## src/rtl/dht11_pkg.sv

```systemverilog
// Shared definitions for the DHT11 measurement scheduler.
// Contents:
//   dht_state_t   - scheduler FSM states
//   DHT_*         - default parameter values for the scheduler
//   cnt_width()   - register width needed to hold 0..modulus-1 (minimum 1 bit)
package dht11_pkg;

  typedef enum logic [1:0] {
    IDLE  = 2'd0,
    START = 2'd1,
    WAIT  = 2'd2,
    GAP   = 2'd3
  } dht_state_t;

  localparam int DHT_PERIOD_S    = 5;
  localparam int DHT_MIN_GAP_S   = 2;
  localparam int DHT_MAX_RETRY   = 3;
  localparam int DHT_TIMEOUT_CYC = 5_000_000;

  function automatic int cnt_width(input int modulus);
    return (modulus > 1) ? $clog2(modulus) : 1;
  endfunction

endpackage

```

## src/rtl/dht11_meas_scheduler_tick_counter.sv

```systemverilog
// sched_tick_counter: modulo-MODULUS counter advanced by a tick pulse.
// Ports:
//   clk    in  system clock
//   reset  in  asynchronous, active-high
//   clear  in  synchronous clear; holds the count at 0 and suppresses wrap
//   tick   in  advance enable (one step per cycle it is high)
//   wrap   out combinational; high in the tick cycle that takes the count
//              from MODULUS-1 back to 0
module sched_tick_counter
  import dht11_pkg::*;
#(
  parameter int MODULUS = 2
) (
  input  logic clk,
  input  logic reset,
  input  logic clear,
  input  logic tick,
  output logic wrap
);

  localparam int W = cnt_width(MODULUS);
  localparam logic [W-1:0] LAST = W'(MODULUS - 1);

  logic [W-1:0] count;

  assign wrap = tick && !clear && (count == LAST);

  // Count ticks, folding back to zero after the last value so the wrap
  // pulse repeats every MODULUS ticks.
  always_ff @(posedge clk or posedge reset) begin
    if (reset) begin
      count <= '0;
    end else if (clear) begin
      count <= '0;
    end else if (tick) begin
      if (count == LAST) begin
        count <= '0;
      end else begin
        count <= count + 1'b1;
      end
    end
  end

endmodule

```

## src/rtl/dht11_meas_scheduler.sv

```systemverilog
// dht11_meas_scheduler: decides when the DHT11 controller runs a frame.
// Merges manual and periodic requests into a one-deep pending flag, issues a
// single start pulse per attempt, retries failed reads, and enforces a
// sec_tick-based hold-off after every attempt.
// Ports:
//   clk, reset           clock; asynchronous active-high reset
//   sec_tick             1 Hz one-cycle pulse
//   auto_en              level, enables periodic measurements
//   man_req              one-cycle manual request
//   dht_start            one-cycle start pulse to the controller
//   dht_done             controller finished a frame (one cycle)
//   dht_valid            checksum OK, meaningful only with dht_done
//   rh_in, temp_in       frame bytes, meaningful only with dht_done
//   rh_data, temp_data   last good reading
//   data_valid           one-cycle pulse, rh_data/temp_data just updated
//   err                  one-cycle pulse, measurement failed after all retries
//   busy                 high whenever the FSM is not IDLE
//   fail_cnt             failed measurements, saturating at 255
module dht11_meas_scheduler #(
  parameter int PERIOD_S    = dht11_pkg::DHT_PERIOD_S,
  parameter int MIN_GAP_S   = dht11_pkg::DHT_MIN_GAP_S,
  parameter int MAX_RETRY   = dht11_pkg::DHT_MAX_RETRY,
  parameter int TIMEOUT_CYC = dht11_pkg::DHT_TIMEOUT_CYC
) (
  input  logic       clk,
  input  logic       reset,
  input  logic       sec_tick,
  input  logic       auto_en,
  input  logic       man_req,
  output logic       dht_start,
  input  logic       dht_done,
  input  logic       dht_valid,
  input  logic [7:0] rh_in,
  input  logic [7:0] temp_in,
  output logic [7:0] rh_data,
  output logic [7:0] temp_data,
  output logic       data_valid,
  output logic       err,
  output logic       busy,
  output logic [7:0] fail_cnt
);

  import dht11_pkg::*;

  localparam int TMO_W   = cnt_width(TIMEOUT_CYC);
  localparam int RETRY_W = cnt_width(MAX_RETRY + 1);

  localparam logic [TMO_W-1:0]   TMO_LAST      = TMO_W'(TIMEOUT_CYC - 1);
  localparam logic [RETRY_W-1:0] RETRY_LIMIT   = RETRY_W'(MAX_RETRY);

  dht_state_t         state;
  logic               pending;
  logic               retry_flag;
  logic [RETRY_W-1:0] retry_cnt;
  logic [TMO_W-1:0]   tmo_cnt;

  logic period_wrap;
  logic gap_wrap;
  logic new_req;
  logic leave_idle;
  logic good_read;
  logic attempt_failed;

  // The period counter keeps running through busy states so the auto rate
  // does not drift with measurement length; dropping auto_en parks it at 0.
  sched_tick_counter #(.MODULUS(PERIOD_S)) u_period_cnt (
    .clk   (clk),
    .reset (reset),
    .clear (!auto_en),
    .tick  (sec_tick && auto_en),
    .wrap  (period_wrap)
  );

  // The hold-off counter only sees ticks while in GAP and restarts from 0
  // on every entry.
  sched_tick_counter #(.MODULUS(MIN_GAP_S)) u_gap_cnt (
    .clk   (clk),
    .reset (reset),
    .clear (state != GAP),
    .tick  (sec_tick && (state == GAP)),
    .wrap  (gap_wrap)
  );

  // A request arriving directly in IDLE is acted on in the same cycle so the
  // start pulse follows it by exactly one clock.
  assign new_req        = man_req || period_wrap;
  assign leave_idle     = (state == IDLE) && (pending || new_req);
  assign good_read      = (state == WAIT) && dht_done && dht_valid;
  assign attempt_failed = (state == WAIT) &&
                          ((dht_done && !dht_valid) || (!dht_done && (tmo_cnt == TMO_LAST)));

  // One-deep request latch: anything arriving while a request is already
  // outstanding (or in the cycle it is taken) merges into it.
  always_ff @(posedge clk or posedge reset) begin
    if (reset) begin
      pending <= 1'b0;
    end else if (leave_idle) begin
      pending <= 1'b0;
    end else if (new_req) begin
      pending <= 1'b1;
    end
  end

  // Main sequencer with registered outputs. Pulse outputs default low every
  // cycle and are raised only on the transition that owns them.
  always_ff @(posedge clk or posedge reset) begin
    if (reset) begin
      state      <= IDLE;
      dht_start  <= 1'b0;
      data_valid <= 1'b0;
      err        <= 1'b0;
      busy       <= 1'b0;
      rh_data    <= 8'd0;
      temp_data  <= 8'd0;
      fail_cnt   <= 8'd0;
      retry_cnt  <= '0;
      retry_flag <= 1'b0;
      tmo_cnt    <= '0;
    end else begin
      dht_start  <= 1'b0;
      data_valid <= 1'b0;
      err        <= 1'b0;

      case (state)
        IDLE: begin
          if (leave_idle) begin
            state     <= START;
            dht_start <= 1'b1;
            busy      <= 1'b1;
          end
        end

        START: begin
          tmo_cnt <= '0;
          state   <= WAIT;
        end

        WAIT: begin
          if (good_read) begin
            rh_data    <= rh_in;
            temp_data  <= temp_in;
            data_valid <= 1'b1;
            retry_cnt  <= '0;
            state      <= GAP;
          end else if (attempt_failed) begin
            if (retry_cnt < RETRY_LIMIT) begin
              retry_cnt  <= retry_cnt + 1'b1;
              retry_flag <= 1'b1;
            end else begin
              err       <= 1'b1;
              retry_cnt <= '0;
              if (fail_cnt != 8'hFF) begin
                fail_cnt <= fail_cnt + 8'd1;
              end
            end
            state <= GAP;
          end else begin
            tmo_cnt <= tmo_cnt + 1'b1;
          end
        end

        GAP: begin
          // A pending retry goes straight back out; a queued request is
          // picked up from IDLE on the following cycle.
          if (gap_wrap) begin
            if (retry_flag) begin
              retry_flag <= 1'b0;
              dht_start  <= 1'b1;
              state      <= START;
            end else begin
              busy  <= 1'b0;
              state <= IDLE;
            end
          end
        end

        default: begin
          state <= IDLE;
          busy  <= 1'b0;
        end
      endcase
    end
  end

endmodule

```

## config.mk

```make
export PLATFORM = sky130hd
export DESIGN_NAME = dht11_meas_scheduler
export DESIGN_NICKNAME = d
export VERILOG_FILES = /design/src/rtl/dht11_pkg.sv /design/src/rtl/dht11_meas_scheduler_tick_counter.sv /design/src/rtl/dht11_meas_scheduler.sv
export SDC_FILE = /design/constraint.sdc
export NUM_CORES = 1
export LEC_CHECK = 0
export BUFFER_PORTS_ARGS = -buffer_cell sky130_fd_sc_hd__clkbuf_2
export CAP_MARGIN = 20
export CORE_UTILIZATION = 35
export CTS_CLUSTER_DIAMETER = 50
export DETAILED_ROUTE_END_ITERATION = 8
export HOLD_SLACK_MARGIN = 0.08
export PLACE_DENSITY = 0.51
export REMOVE_ABC_BUFFERS = 1
export SLEW_MARGIN = 20
export SYNTH_ARGS = -nofsm -noshare
export SYNTH_HDL_FRONTEND = slang
export SYNTH_SLANG_ARGS = --single-unit
```

## constraint.sdc

```tcl
create_clock -name clk -period 3.5 [get_ports clk]
set_input_delay 0.175 -clock clk [delete_from_list [all_inputs] [get_ports clk]]
set_output_delay 0.175 -clock clk [all_outputs]
set_load 0.05 [all_outputs]
```

# After elaboration in Yosys (flattened, before gate mapping)
# Cells that the tools add are included.
# totals
reg_bits	61
wordCells	109
in_bits	23
output_inout_bits	28
# classes
order_cmp	1
n_addsub	5
reduce_logical	32
n_eq_ne	16
n_mux	39
n_bitwise	2
# ops
op	count
$mux W23	2
$pmux W23 S2	1
$add A23 B1 Y23 const B	1
$eq A23 B23 Y1 const B	1
$mux W1	22
$mux W2	7
$ne A2 B2 Y1 const B	7
$logic_and A1 B1 Y1	12
$reduce_bool A2 Y1	6
$reduce_and A5 Y1	2
$mux W3	3
$add A8 B1 Y8 const B	1
$ne A8 B8 Y1 const B	1
$pmux W2 S4	1
$pmux W1 S2	3
$reduce_and A3 Y1	2
$eq A2 B2 Y1 const B	2
$ne A2 B1 Y1 const B	2
$reduce_and A2 Y1	2
$reduce_and A4 Y1	1
$add A3 B1 Y3 const B	1
$eq A3 B3 Y1 const B	1
$logic_not A1 Y1	3
$logic_or A1 B1 Y1	3
7 further kinds	8

# Longest topological paths before layout
# Gate-level depths: netlist of the first run.
# depth
word_depth	8
ltp_mapped	7
mapped_depth_nobuf	7

# Modules after synthesis
# Synthesis of the first run repeated with hierarchy kept, for this count alone.
# hier_totals
cells_unflattened	299
area_unflattened_um2	3098.0
# by_module_without_submodules
module	area_per_inst_um2	seq_area_each_um2	instances	cells_each
dht11_meas_scheduler	2869.0	1426.4	1	276
sched_tick_counter (u_period_cnt)	177.7	75.1	1	18
sched_tick_counter (u_gap_cnt)	51.3	25.0	1	5

# Worst setup path before layout of the first run
# Ideal clock, no wire load.
# synth_timing
path_kind	register to register
start	reg state[0]
end	reg rh_data[3]
setup_slack_ns	1.574
setup_time_ns	0.125
path_buffers	2
t_required_ns	3.375
stages_incl_launch_ff	7
period_less_slack_ns	1.926
t_arrival_ns	1.801
cell_sequence	dfrtp_1 inv_1 ha_1 clkbuf_1 nand3_1 clkbuf_1 mux2_2
# synth_via
elab_chain_len	4
# synth_rtl
item	line_no	text
start, declared	dht11_meas_scheduler.sv:51	dht_state_t state;
start signal, assigned	dht11_meas_scheduler.sv:108	state <= IDLE;
start signal, assigned	dht11_meas_scheduler.sv:127	state <= START;
start signal, assigned	dht11_meas_scheduler.sv:135	state <= WAIT;
$eq A2 B2 Y1 *	dht11_meas_scheduler.sv:88, dht11_meas_scheduler.sv:124	
$logic_and A1 B1 Y1 (2 in a row)	dht11_meas_scheduler.sv:88	assign good_read = (state == WAIT) && dht_done && dht_valid;
$reduce_and A2 Y1 (no source line) *	n/a	
end signal, assigned	dht11_meas_scheduler.sv:140	rh_data <= rh_in;
end, declared	dht11_meas_scheduler.sv:35	output logic [7:0] rh_data,
# Every way passes the cells marked *; elsewhere a longest branch is shown, timed or not.
# A chain may end at the register's enable or synchronous reset.

# Worst setup path in the final report of the first run
# layout_timing
start	reg state[0]
end	reg tmo_cnt[12]
# layout_via
elab_chain_len	5
word_cells_on_any_way	10
classes_between	4 x eq/ne; 1 x mux; 5 x reduce/logical
# layout_rtl
item	line_no	text
$eq A2 B2 Y1	dht11_meas_scheduler.sv:88, dht11_meas_scheduler.sv:89, dht11_meas_scheduler.sv:124	
$logic_and A1 B1 Y1 (2 in a row)	dht11_meas_scheduler.sv:88	
$ne A2 B2 Y1 (no source line)	n/a	
$reduce_and A3 Y1 (no source line)	n/a	
end signal, assigned	dht11_meas_scheduler.sv:158	tmo_cnt <= tmo_cnt + 1'b1;
end, declared	dht11_meas_scheduler.sv:55	logic [TMO_W-1:0] tmo_cnt;
# Several ways; a longest one is shown, not always the timed one.

==> results by group, run 1 <==
Die
  • Die area: just over 9000 um^2
  • Row Count: 34
  • Floorplan die height: 96.65 um
  • Top Ports: 51
  • Die width: 96.65 um
  • Initial core utilization: 0.3613
  • Area of the core region: 8678 um^2

CTS
  • CTS Root Buffer Type: clkbuf_8
  • Clock tree from TritonCTS: yes
  • Source-to-sink clock delay at the later pin of the worst-skew pair: 340 ps
  • Deepest clock path buffer count: 2
  • H-tree levels: 3
  • Post-CTS repair timing setup buffer count: 0
  • Sinks on Clock Net: a little over 60
  • Reg clk slew, reported paths: 70 ps
  • Total CTS buffers: 9

Synthesis
  • Mux contribution to synthesized area: 0.06903
  • Main combinational cell family by area after synthesis: simple AND/OR/NAND/NOR gates
  • Number of enable-type register cells in the synthesized netlist: 0
  • Share of Yosys cell area claimed by the top area cell type: 0.4868
  • Share of async-settable or async-resettable flops after synthesis: 1.000
  • Flops & latches, synth: approximately 60
  • Share of synthesized cell area in and, or, nand and nor gates: 0.2291
  • Cell taking the most area after synthesis: dfrtp_1
  • Number of distinct library cells after synthesis: 60
  • Synthesized instance count: 297
  • Leading post-synthesis cells by cell area: dfrtp_1 (49%), mux2_2 (6.1%), nand2_1 (4.0%)
  • Avg Inst Size Synth: between 10 and 15 um^2
  • Cell area after synthesis: 3136 um^2
  • Compound-Gate Fraction of Synth Area: 0.1169
  • XOR/XNOR Fraction of Synth Area: 0.03911
  • Seq/Total Area, Yosys: 0.4868
  • Warnings, synthesis: 0
  • Post-synthesis share of cell area spent on full adders, half adders and majority gates: 0.03192
  • Most used DFF post-synth: dfrtp_1

GRT
  • Global Route met1 Usage: 0.2241
  • Maximum number of pins on one net before global-route repair: slightly above 40
  • Number of global-route vias before repair: 2518
  • Remaining global-route overflow: 0
  • Met3 usage: 0.02890
  • Met2 demand-to-capacity share in global routing: 0.2470
  • Antenna violations before repair: 0
  • Wire length of the first global-routing pass: 12.22 mm
  • All-layer global routing usage: 0.1618
  • Most congested layer reported by global routing: met2

Setup path
  • Category of cells accounting for the largest share of critical-path delay: compound AO/OA/AOI/OAI gates
  • Number of cells on the critical path: 6
  • Slowest cell on the critical path: o211ai_1
  • Required arrival time at the worst endpoint: 3720 ps
  • Crit-path cells: inv_1, ha_1, nand4_1, o211ai_1, o311ai_0, o41ai_1
  • Number of buffer and inverter instances along the worst setup path: 1
  • R2r setup slk: roughly 1100 ps
  • Worst-path maximum fanout: 14
  • Startpoint kind of the worst setup timing path: flip-flop
  • Setup crit end: tmo_cnt[12]$_DFFE_PP0P_
  • Data arrival at the endpoint of the critical path: 2610 ps
  • Endpoint of the worst-slack reg-to-reg timing path: tmo_cnt[12]$_DFFE_PP0P_
  • Critical path's largest stage delay: 740 ps
  • Crit Reg-Reg Startpoint: state[0]$_DFFE_PP0P_
  • R2R cell count: 6
  • Start point of the critical path: state[0]$_DFFE_PP0P_
  • Critical setup path kind: flip-flop to flip-flop
  • Endpoint type of the worst setup path: flip-flop

Job
  • Number of max-capacitance violations reported: 0

Routing
  • Post-route ant nets: 0
  • DRC marker count from the first detailed-route iteration: 92
  • Aggregate routed wire length: 6.902 mm
  • Via count of the routed design: 2518
  • Total iterations of the first detailed-routing run: 4
  • Post-DR vias/cell: 5.202
  • DRC errors left: 0
  • Average detailed-routed wire length per instance: 14.26 um

Finish
  • Final Util: 0.4488
  • Post-layout instance count excluding filler cells: 484
  • Most used cells in the layout excluding fill and tap cells: dfrtp_1 (61), clkbuf_2 (50), nand2_1 (33), nand3_1 (18), dlygate4sd3_1 (18)
  • Antenna cells: 0
  • FILL cells: 820
  • Seq. cell area: 1526 um^2
  • Synth-to-Final Area Change: 24.22%
  • Multi-input logic area: 1524 um^2
  • Share of layout cells above drive strength 1: 0.2819
  • Nets@finish: 402
  • Final std cell area, no fill: 3895 um^2
  • Commonest non-fill, non-tap cell in the layout: dfrtp_1

STA
  • Setup TNS after final layout: 0 ps
  • Worst max-slew margin expressed relative to the limit: 0.4218
  • Post-route setup slack: 1114 ps
  • Setup repair after global routing missed its margin: false
  • Final cycle utilization of the critical path: 0.6818
  • Max-slew violation count: 0
  • Total count of hold-check failures in the final report: 0
  • Number of endpoints failing setup at the final stage: 0
  • Hold_ws: 209.4 ps
  • Final critical delay including setup and external delays: 2386 ps
  • Setup clock skew after layout: 8.127 ps
  • Transition time of the tightest slew-check pin: 863.5 ps
  • Maximum clock rate: approximately 420 MHz

Pwr
  • Leakage power total: 1.743 nW
  • Total power: between 2 and 3 mW
  • Power per standard cell area: 717.5 nW/um^2
  • Maximum vdd ir drop: 0.3223 mV

Placement
  • Placed Instance Area: 3515 um^2
  • Number of buffers inserted by port buffering: 50
  • Worst Setup Slack post-DPL: 1107 ps
  • Final Wtd Congestion: a little over 0.8
  • Cells after DPL: 450
  • DPL Wire Length: 4.850 mm

Hold path
  • Hold/Removal Path Class: input pin to flip-flop

Run status
  • Result of the run: complete, no violations
## layer usage
metal  up-vias  share of wire
met5         -              0
met4         0          0.024
met3        15          0.032
met1      1213           0.49
li1       1236              -
met2        54           0.46
## cell usage after synthesis (2+ instances only)
| master | instances |
|---|---|
| and2_1 | 7 |
| a32o_1 | 3 |
| nand3_1 | 18 |
| nor4b_2 | 2 |
| inv_1 | 13 |
| dfrtp_1 | 61 |
| nor2b_1 | 2 |
| o21a_1 | 2 |
| a21oi_1 | 7 |
| nand4_1 | 8 |
| xnor2_1 | 10 |
| o211ai_1 | 6 |
| xor2_1 | 4 |
| clkbuf_1 | 7 |
| mux2_2 | 17 |
| o311ai_0 | 2 |
| nor3b_1 | 2 |
| or4_1 | 5 |
| nand2b_1 | 3 |
| nor3_1 | 5 |
| nand2_1 | 33 |
| a2bb2oi_1 | 2 |
| o21ai_0 | 11 |
| and3_1 | 2 |
| nor2_1 | 17 |
| o31ai_1 | 5 |
| or3_1 | 3 |
| ha_1 | 8 |
## repair_timing
item	4_1_cts	5_1_grt
gates resized for setup	0	0
hold buffers	18	0
hold endpoints to repair	56	0
## logic make-up after synthesis
group	count (synthesis)
AO/OA/AOI/OAI	49
adder cells (fa/ha/maj)	8
multiplexers	19
buffers and inverters	22
flip-flops	61
AND/OR/NAND/NOR	124
XOR/XNOR	14
## report_power, final
group	switching (mW)	internal (mW)	leakage [nW]
combinational	0.837	0.360	0.851
sequential	0.0938	0.864	0.796
clock	0.310	0.331	0.0954
total	1.24	1.55	1.74
## registers in the layout (all words and copies together), names as in the netlist, 2 cells and up
signal	count
temp_data	8
u_period_cnt.count	3
state	2
rh_data	8
tmo_cnt	23
fail_cnt	8
retry_cnt	2
## worst min path at each step
stage                         start                                end  slack (ps)  depth (start not counted)
final                     dht_valid             retry_flag$_DFFE_PP0P_         210                          4
after global routing      dht_valid             retry_flag$_DFFE_PP0P_         240                          4
after CTS                 dht_valid             retry_flag$_DFFE_PP0P_         210                          4
after detailed placement      reset             rh_data[6]$_DFFE_PP0P_         390                          2
after global placement        reset             rh_data[6]$_DFFE_PP0P_         380                          2
after floorplan             auto_en  u_period_cnt.count[0]$_DFFE_PP0P_         300                          1
## area by class of cell
type | instances | share of cell area
flip-flops and latches | 61 | 0.3919
multi-input cells | 214 | 0.3913
clock buffers | 9 | 0.03180
well taps | 108 | 0.03469
clock inverters | 7 | 0.01960
inverters | 13 | 0.01253
repair buffers | 72 | 0.1182
## worst register-to-register path: cells and delay by family, from the launching register on
kind | cells | cell delay, ps
buffers and inverters | 1 | 120
AO/OA/AOI/OAI | 3 | 1130
flip-flops | 1 | 420
AND/OR/NAND/NOR | 1 | 200
adder cells (fa/ha/maj) | 1 | 390
Note: power is estimated with default switching activity, not from simulation.
==> run 2, diff against run 1 <==
clock period = 2.3 ns   (was 3.5 ns; I/O delays follow)
==> run 2 against run 1 <==
Sequential share of layout area fell by 0.86 points; first-iteration DRC count fell by 9.8%; power rose by 61%; worst hold slack got worse by 17 ps; clock power rose by 67%; non-clock buffer count rose by 7; design area rose by 2.2%; via count did not move; count of clock-buffer cells in the layout did not move.
==> results by group, run 2 (synthesis gave the netlist of run 1 again) <==
Pwr
  • Switching pwr: 1.907 mW (+54%)
  • Internal power: 2.595 mW (+67%)
  • Power per standard cell area: 1130 nW/um^2 (+58%)
  • Flop pwr share: 0.323 (-0.020)
  • Switching part of the total power: 0.4236 (-0.02045)
  • Leakage power total: 1.797 nW (+3.1%)
  • Clock power share: 0.238 (+0.009)
  • Total power: 4.501 mW (+61%)
  • Maximum vdd ir drop: 0.4906 mV (+52%)
  • Combinational cell fraction of total power: 0.439 (+0.011)

CTS
  • Total CTS buffers: 9 (unchanged)
  • Post-CTS repair timing setup buffer count: 0 (unchanged)
  • H-tree levels: 3 (unchanged)
  • Deepest clock path buffer count: 2 (unchanged)
  • Sinks on Clock Net: 61 (unchanged)
  • Clock tree from TritonCTS: yes
  • Source-to-sink clock delay at the later pin of the worst-skew pair: 340 ps (about the same)
  • CTS Root Buffer Type: clkbuf_8
  • Reg clk slew, reported paths: 70 ps (about the same)

Routing
  • Aggregate routed wire length: 6.927 mm (+0.36%)
  • Post-route ant nets: 0 (unchanged)
  • Total iterations of the first detailed-routing run: 4 (unchanged)
  • Post-DR vias/cell: 5.128 (-1.4%)
  • DRC marker count from the first detailed-route iteration: 83 (-9.8%)
  • DRC errors left: 0 (unchanged)
  • Average detailed-routed wire length per instance: 14.11 um (-1.1%)
  • Via count of the routed design: 2518 (unchanged)

Die
  • Row Count: 34 (unchanged)
  • Die width: 96.65 um (unchanged)
  • Die area: 9341 um^2 (unchanged)
  • Area of the core region: 8678 um^2 (unchanged)
  • Initial core utilization: 0.3613 (unchanged)
  • Top Ports: 51 (unchanged)
  • Floorplan die height: 96.65 um (unchanged)

Setup path
  • Category of cells accounting for the largest share of critical-path delay: simple AND/OR/NAND/NOR gates
  • Crit-path cells: inv_1, ha_1, nand2_1, nor4_1, nand2_1, or4_1, nand2_1
  • Number of buffer and inverter instances along the worst setup path: 1 (unchanged)
  • R2r setup slk: 260 ps (-860 ps)
  • Dominant cell type by count on the critical path: nand2_1
  • Slowest cell on the critical path: nor4_1
  • Startpoint kind of the worst setup timing path: flip-flop
  • Critical path's largest stage delay: 430 ps (-310 ps)
  • Worst-path maximum fanout: 4 (-10)
  • Data arrival at the endpoint of the critical path: 2320 ps (-290 ps)
  • Critical setup path kind: flip-flop to flip-flop
  • Endpoint type of the worst setup path: flip-flop
  • Required arrival time at the worst endpoint: 2580 ps (-1140 ps)

STA
  • Final cycle utilization of the critical path: 0.8889 (+0.2071)
  • Transition time of the tightest slew-check pin: 482.6 ps (-380.9 ps)
  • Setup clock skew after layout: 11.48 ps (+3.357 ps)
  • Total count of hold-check failures in the final report: 0 (unchanged)
  • Worst max-slew margin expressed relative to the limit: 0.6783 (+0.2565)
  • Number of endpoints failing setup at the final stage: 0 (unchanged)
  • Setup TNS after final layout: 0 ps (unchanged)
  • Final critical delay including setup and external delays: 2044 ps (-341.9 ps)
  • Hold_ws: 192.6 ps (-16.81 ps)
  • Max-slew violation count: 0 (unchanged)
  • Maximum clock rate: 489.1 MHz (+17%)
  • Setup repair after global routing missed its margin: false

Placement
  • DPL Wire Length: 4.953 mm (+2.1%)
  • Final Wtd Congestion: 0.7992 (-0.72%)
  • Number of buffers inserted by port buffering: 50 (unchanged)

Hold path
  • Hold/Removal Path Class: input pin to flip-flop

GRT
  • Wire length of the first global-routing pass: 12.16 mm (-0.45%)
  • Number of global-route vias before repair: 2439 (-3.1%)
  • Maximum number of pins on one net before global-route repair: 27 (-34%)
  • Remaining global-route overflow: 0 (unchanged)
  • All-layer global routing usage: 0.1618 (about the same)
  • Antenna violations before repair: 0 (unchanged)

Finish
  • FILL cells: 832 (+1.5%)
  • Largest register FFs: 23 (unchanged)
  • Share of layout cells above drive strength 1: 0.2950 (+0.01312)
  • Nets@finish: 409 (+1.7%)
  • Register ranked first by flip-flop count: tmo_cnt
  • Synth-to-Final Area Change: 27.02%
  • Commonest non-fill, non-tap cell in the layout: dfrtp_1
  • Antenna cells: 0 (unchanged)
  • Most used cells in the layout excluding fill and tap cells: dfrtp_1 (61), clkbuf_2 (50), nand2_1 (33), nand3_1 (18), dlygate4sd3_1 (18)

Run status
  • Result of the run: complete, no violations

Job
  • Number of max-capacitance violations reported: 0 (unchanged)
==> run 2: worst paths after layout <==
kind	from	to	cells after the start
worst max-delay path	state[0]$_DFFE_PP0P_	tmo_cnt[21]$_DFFE_PP0P_	7
worst max register to register	state[0]$_DFFE_PP0P_	tmo_cnt[21]$_DFFE_PP0P_	7
worst min register to register	retry_cnt[1]$_DFFE_PP0P_	retry_cnt[1]$_DFFE_PP0P_	1
min in group asynchronous	reset	temp_data[4]$_DFFE_PP0P_	3
max in group asynchronous	reset	tmo_cnt[19]$_DFFE_PP0P_	4
worst min-delay path	dht_valid	retry_flag$_DFFE_PP0P_	4
==> run 2: power by group through the flow <==
stage          clock (mW)  sequential, mW  combinational [mW]
5_1_grt              1.16            1.49                2.14
2_1_floorplan           0            2.07               0.727
6_report             1.07            1.45                1.98
3_5_place_dp            0            1.48                1.96
4_1_cts              1.12            1.46                2.00
3_3_place_gp            0            1.47                1.97
==> run 2: stage by stage <==
step	worst slack, ps	cells	util	area (um^2)
after floorplan	236.6	288	-	3099
after global placement	295.5	457	0.4125	3580
after detailed placement	271.6	457	0.4125	3580
after CTS	253.5	491	0.4589	3983
after global routing	55.75	491	0.4589	3983
final	255.6	491	0.4589	3983
==> run 2: cell type report <==
type                            count  area, um^2  share of cell area
Sequential cell                    61        1526              0.3833
Multi-Input combinational cell    214        1524              0.3827
Timing Repair Buffer               79       525.5              0.1320
Inverter                           13       48.80             0.01225
Clock inverter                      7       98.84             0.02482
Clock buffer                        9       123.9             0.03110
Tap cell                          108       135.1             0.03393
==> run 2: worst reg2reg max path: stages, from the launching register on <==
cell	delay, ps
dfrtp_1	400
inv_1	90
ha_1	350
nand2_1	120
nor4_1	430
nand2_1	120
or4_1	400
nand2_1	70
==> run 2: timing repair <==
action,in CTS,in global routing
hold buffers,18,0
resized for setup,0,0
endpoints found under the hold margin,58,0
==> run 2: layer usage <==
layer	GRT usage	part of all wire	vias up	wire, um
met5	0	0	-	0
met4	0.06889	0.018	0	128
met3	0.02746	0.030	10	211
met1	0.2239	0.49	1221	3423
li1	-	-	1245	-
met2	0.2503	0.46	42	3163
